File: config.mk
export PLATFORM = sky130hd
export DESIGN_NAME = step_clock_gen
export DESIGN_NICKNAME = d
export VERILOG_FILES = /design/src/rtl/step_clock_gen.sv
export SDC_FILE = /design/constraint.sdc
export NUM_CORES = 1
export LEC_CHECK = 0
export CORE_ASPECT_RATIO = 0.75
export CORE_MARGIN = 8
export CORE_UTILIZATION = 59
export DETAILED_ROUTE_END_ITERATION = 8
export GPL_TIMING_DRIVEN = 1
export PLACE_DENSITY = 0.77
export SYNTH_ARGS = -nofsm -noshare
export SYNTH_HDL_FRONTEND = slang
export SYNTH_SLANG_ARGS = --single-unit
File: constraint.sdc
create_clock -name CLK -period 2.85 [get_ports CLK]
set_input_delay 0.855 -clock CLK [delete_from_list [all_inputs] [get_ports CLK]]
set_output_delay 0.855 -clock CLK [all_outputs]
set_load 0.005 [all_outputs]
File: src/rtl/step_clock_gen.sv
// Push-button to single-step CPU clock: 2-flop synchronisers, debounce FSM,
// free-run divider and a fixed-width high/low pulse generator with a step counter.
module step_clock_gen #(
  parameter int DEBOUNCE_CYCLES = 1_000_000,
  parameter int PULSE_WIDTH     = 4,
  parameter int RUN_DIV         = 50_000_000,
  parameter int COUNT_W         = 16
) (
  input  logic               CLK,
  input  logic               Reset,
  input  logic               button,
  input  logic               run_mode,
  output logic               CLK_CPU,
  output logic               step_pulse,
  output logic               btn_level,
  output logic               busy,
  output logic [COUNT_W-1:0] step_count
);

  localparam int DW  = $clog2(DEBOUNCE_CYCLES + 1);
  localparam int RW  = $clog2(RUN_DIV + 1);
  localparam int PCW = $clog2(2 * PULSE_WIDTH + 1);

  localparam logic [DW-1:0]      D_LAST    = DW'(DEBOUNCE_CYCLES - 1);
  localparam logic [DW-1:0]      D_ONE     = DW'(1);
  localparam logic [RW-1:0]      R_LAST    = RW'(RUN_DIV - 1);
  localparam logic [RW-1:0]      R_ONE     = RW'(1);
  localparam logic [PCW-1:0]     P_LAST    = PCW'(2 * PULSE_WIDTH - 1);
  localparam logic [PCW-1:0]     P_HI_LAST = PCW'(PULSE_WIDTH - 1);
  localparam logic [PCW-1:0]     P_ONE     = PCW'(1);
  localparam logic [COUNT_W-1:0] C_ONE     = COUNT_W'(1);

  typedef enum logic [1:0] {IDLE, PRESS_WAIT, PRESSED, RELEASE_WAIT} deb_state_t;

  logic [1:0] raw_in;
  logic [1:0] meta_reg;
  logic [1:0] sync_reg;
  logic       btn_s;
  logic       run_s;

  deb_state_t state_reg, state_next;
  logic [DW-1:0] dcnt_reg, dcnt_next;
  logic          btn_req;

  logic [RW-1:0] rcnt_reg;
  logic          run_req;
  logic          step_req;

  logic               busy_reg;
  logic [PCW-1:0]     pcnt_reg;
  logic               clk_cpu_reg;
  logic               step_pulse_reg;
  logic [COUNT_W-1:0] step_count_reg;

  assign raw_in = {run_mode, button};
  assign btn_s  = sync_reg[0];
  assign run_s  = sync_reg[1];

  always_ff @(posedge CLK or negedge Reset) begin
    if (!Reset) begin
      meta_reg <= '0;
      sync_reg <= '0;
    end else begin
      meta_reg <= raw_in;
      sync_reg <= meta_reg;
    end
  end

  always_ff @(posedge CLK or negedge Reset) begin
    if (!Reset) begin
      state_reg <= IDLE;
      dcnt_reg  <= '0;
    end else begin
      state_reg <= state_next;
      dcnt_reg  <= dcnt_next;
    end
  end

  // A completed press only requests a step in single-step mode.
  always_comb begin
    state_next = state_reg;
    dcnt_next  = dcnt_reg;
    btn_req    = 1'b0;
    case (state_reg)
      IDLE: begin
        if (btn_s) begin
          state_next = PRESS_WAIT;
          dcnt_next  = '0;
        end
      end
      PRESS_WAIT: begin
        if (!btn_s) begin
          state_next = IDLE;
          dcnt_next  = '0;
        end else if (dcnt_reg == D_LAST) begin
          state_next = PRESSED;
          dcnt_next  = '0;
          btn_req    = !run_s;
        end else begin
          dcnt_next = dcnt_reg + D_ONE;
        end
      end
      PRESSED: begin
        if (!btn_s) begin
          state_next = RELEASE_WAIT;
          dcnt_next  = '0;
        end
      end
      RELEASE_WAIT: begin
        if (btn_s) begin
          state_next = PRESSED;
          dcnt_next  = '0;
        end else if (dcnt_reg == D_LAST) begin
          state_next = IDLE;
          dcnt_next  = '0;
        end else begin
          dcnt_next = dcnt_reg + D_ONE;
        end
      end
      default: begin
        state_next = IDLE;
        dcnt_next  = '0;
      end
    endcase
  end

  assign run_req  = run_s && (rcnt_reg == R_LAST);
  assign step_req = btn_req || run_req;

  always_ff @(posedge CLK or negedge Reset) begin
    if (!Reset) begin
      rcnt_reg <= '0;
    end else if (!run_s || run_req) begin
      rcnt_reg <= '0;
    end else begin
      rcnt_reg <= rcnt_reg + R_ONE;
    end
  end

  // Requests landing inside an active high+low window are dropped, not queued.
  always_ff @(posedge CLK or negedge Reset) begin
    if (!Reset) begin
      busy_reg       <= 1'b0;
      pcnt_reg       <= '0;
      clk_cpu_reg    <= 1'b0;
      step_pulse_reg <= 1'b0;
      step_count_reg <= '0;
    end else if (step_req && !busy_reg) begin
      busy_reg       <= 1'b1;
      pcnt_reg       <= '0;
      clk_cpu_reg    <= 1'b1;
      step_pulse_reg <= 1'b1;
      step_count_reg <= step_count_reg + C_ONE;
    end else begin
      step_pulse_reg <= 1'b0;
      if (busy_reg) begin
        if (pcnt_reg == P_LAST) begin
          busy_reg    <= 1'b0;
          pcnt_reg    <= '0;
          clk_cpu_reg <= 1'b0;
        end else begin
          pcnt_reg    <= pcnt_reg + P_ONE;
          clk_cpu_reg <= (pcnt_reg < P_HI_LAST);
        end
      end
    end
  end

  assign CLK_CPU    = clk_cpu_reg;
  assign step_pulse = step_pulse_reg;
  assign btn_level  = (state_reg == PRESSED);
  assign busy       = busy_reg;
  assign step_count = step_count_reg;

endmodule
==> key figures, run 1 <==
Status
  – Status: completed

Timing
  – Fmax: 413 MHz
  – Final Critical Period: 2.42 ns
  – Setup-failing EPs final: 0
  – Slew Limit Fails: 0
  – Unrepaired setup endpoints after global routing: false
  – Least-Margin Pin Slew: 0.742 ns
  – Min setup slack post-route: 0.427 ns
  – Clock Skews: 0.0102 ns
  – Final hold violation count: 0
  – Final critical-path share of the clock period: 85.0%
  – Slew HR: 50.5%
  – Setup_tns: 0 ns

Clocking
  – Clock latency on the worst-skew pair: 0.35 ns
  – Root Driver: clkbuf_8
  – Worst-path clk slew: 0.09 ns
  – TritonCTS Buffers: 9
  – Clk sinks: 75
  – Number of gates resized after cts: 0
  – Clock buffer depth: 2
  – # Post-CTS Setup Buffers: 0
  – Hold-fix buffers, CTS: 0
  – CTS tree: built
  – CTS H-Tree Depth: 3

Logic synthesis
  – Post-synth design cell area: 0.00391 sq mm
  – Syn avg cell area: 10.1 sq um
  – Yosys warns: 0
  – Synth area leader: dfrtp_1
  – Mapped Cells: 387
  – Asr flop ratio synth: 100%
  – Synth top area share: 48.0%
  – Top_reg_cell synth: dfrtp_1
  – Synth unique cells: 55
  – Synth Register Bits: 75
  – Ranking of synthesized cells by area: dfrtp_1 48%, xor2_1 5.1%, xnor2_1 3.4%
  – EDFF count, synth: 0
  – Post-synthesis sequential area ratio: 48.0%
  – Syn_nets: 395

Setup path
  – Type of origin of the critical path: register
  – Crit. End Element: register
  – WS Path Type: register to register
  – Worst path buffer plus inverter count: 1
  – WP data arrival: 2.69 ns
  – Crit-path leading delay family: simple AND/OR/NAND/NOR gates
  – Worst stage delay on the critical path: 0.59 ns
  – Slowest CP cell: o32a_1
  – Crit-path max FO: 13
  – Critical path cell sequence: ha_1 > and3_4 > nand3_2 > o32a_1 > buf_4 > nor4b_4 > xor2_1
  – Req. time, crit path: 3.12 ns

Floorplanning
  – Initial core utilization: 61.6%
  – Core ar.: 0.00635 sq mm
  – Die height: 86.5 um
  – Die X: 110 um
  – IO Count: 24
  – Row Count: 25
  – Die footprint: 0.00952 sq mm

Layout
  – Layout area overhead: 13.2%
  – Share of cells above drive strength 1: 12.3%
  – Number of antenna repair diodes: 0
  – Max FFs per register: 26
  – Post-route cell area: 0.00443 sq mm
  – NumNets Final: 419
  – Non-filler instance count after layout: 497

Place
  – Pre-CTS setup slack: 0.436 ns
  – Placement-stage cell area: 0.00420 sq mm
  – RePlAce Congestion: 0.815
  – PortBufs: 23
  – Hpwl dp: 5540 um
  – Dpl cells: 481

Pwr
  – Max VDD drop: 0.385 mV
  – Pwr Density: 473 mW/mm^2
  – Lkg Pwr: 1.94 nW

Detailed routing
  – Final ANT Viol Nets: 0
  – Via/cell ratio: 5.89
  – DR vias: 2928
  – Iter 0 DRT Violations: 202
  – Drt total wl: 8100 um
  – DRC errors left: 0
  – Pre-Repair DR Iteration Count: 5
  – Avg WL per Cell: 16.3 um

Global route
  – Vias in the first global route: 2921
  – Largest net degree at the start of global routing: 45
  – Global-route wire length before repair: 13800 um
  – Gr usage total: 18.1%
  – Initial antenna violation count: 0
  – Congestion Overflow GR: 0

Hold path
  – HP Class: register to register

Run
  – Max-cap violations: 0
layout by cell type, fill, tap and decap left out, types with 3 or more instances in the layout:
cell,instances
ha_1,4
nor3b_1,3
inv_6,3
a21o_1,7
nor4_2,4
and4_1,5
o21ai_0,19
xnor2_1,15
nor2_1,34
a21oi_1,15
a211oi_1,3
buf_4,6
clkdlybuf4s50_1,22
xor2_1,23
nor4_1,5
nor2b_1,3
nor3_1,10
nand3_1,22
or3_1,13
inv_1,8
o21ai_1,4
and2_1,3
a22o_1,4
clkbuf_8,10
nand2_1,34
and3_1,5
dfrtp_1,75
nor3_2,6
nand4_1,13
cell type report:
| type | instances | area (sq um) |
|---|---|---|
| clock buffer | 10 | 138 |
| clock inverter | 6 | 93.8 |
| fill | 493 | 1920 |
| inverter | 8 | 30.0 |
| multi-input combinational | 288 | 1910 |
| sequential | 75 | 1880 |
| tap | 81 | 101 |
| timing repair buffer | 29 | 285 |
worst paths after layout:
path                                  start              to  slack (ns)  cells after the start
worst max-delay path            dcnt_reg[0]  step_count[10]        0.43                      7
worst min-delay path            meta_reg[0]     sync_reg[0]        0.35                      0
worst max register to register  dcnt_reg[0]  step_count[10]        0.43                      7
worst min register to register  meta_reg[0]     sync_reg[0]        0.35                      0
max in group asynchronous             Reset     dcnt_reg[6]        1.85                      2
min in group asynchronous             Reset    rcnt_reg[20]        0.44                      1
logic make-up (layout without fill, tap and decap cells):
group | after synthesis | in the layout | synth area share [%]
multiplexers | 4 | 4 | 1.09
AO/OA/AOI/OAI | 59 | 59 | 9.27
buffers and inverters | 24 | 53 | 3.33
XOR/XNOR | 38 | 38 | 8.51
flip-flops | 75 | 75 | 48.0
AND/OR/NAND/NOR | 183 | 183 | 28.6
adder cells (fa/ha/maj) | 4 | 4 | 1.28
report_power, final:
group	internal, mW	leakage [nW]	switching, mW
clock network	0.526	0.114	0.416
logic	0.0213	0.797	0.0486
registers	1.07	1.03	0.0113
total	1.62	1.94	0.476
cell usage after synthesis, types with 8 or more instances:
cell,count
nand4_1,13
a21oi_1,15
xnor2_1,15
nor2_1,34
nor3_1,10
inv_1,8
or3_1,13
nand2_1,34
nand3_1,22
o21ai_0,19
xor2_1,23
dfrtp_1,75
routing by layer:
metal / up-vias / routed length [um] / GRT usage [%]
li1: 1436 / - / -
met1: 1426 / 4110 / 24.8
met2: 62 / 3590 / 27.6
met3: 4 / 365 / 3.78
met4: 0 / 40 / 5.87
met5: - / 0 / 0
stage by stage:
stage | hold slack [ns] | utilization [%] | power (mW)
finish | 0.352 | 69.8 | 2.10
global route | 0.387 | 69.8 | 2.16
CTS | 0.355 | 69.8 | 2.12
detailed placement | 0.336 | 66.1 | 1.18
global placement | 0.332 | 66.1 | 1.17
floorplan | 0.331 | - | 1.14
Power figures use the tool's default switching activity.
==> run 2, diff against run 1 <==
--- a/config.mk
+++ b/config.mk
@@ -8,6 +8,7 @@
 export CORE_ASPECT_RATIO = 0.75
 export CORE_MARGIN = 8
 export CORE_UTILIZATION = 59
+export CTS_CLUSTER_DIAMETER = 150
 export DETAILED_ROUTE_END_ITERATION = 8
 export GPL_TIMING_DRIVEN = 1
 export PLACE_DENSITY = 0.77
==> results of run 2 <==
The final DEF is identical to that of run 1; final timing and power are the same.
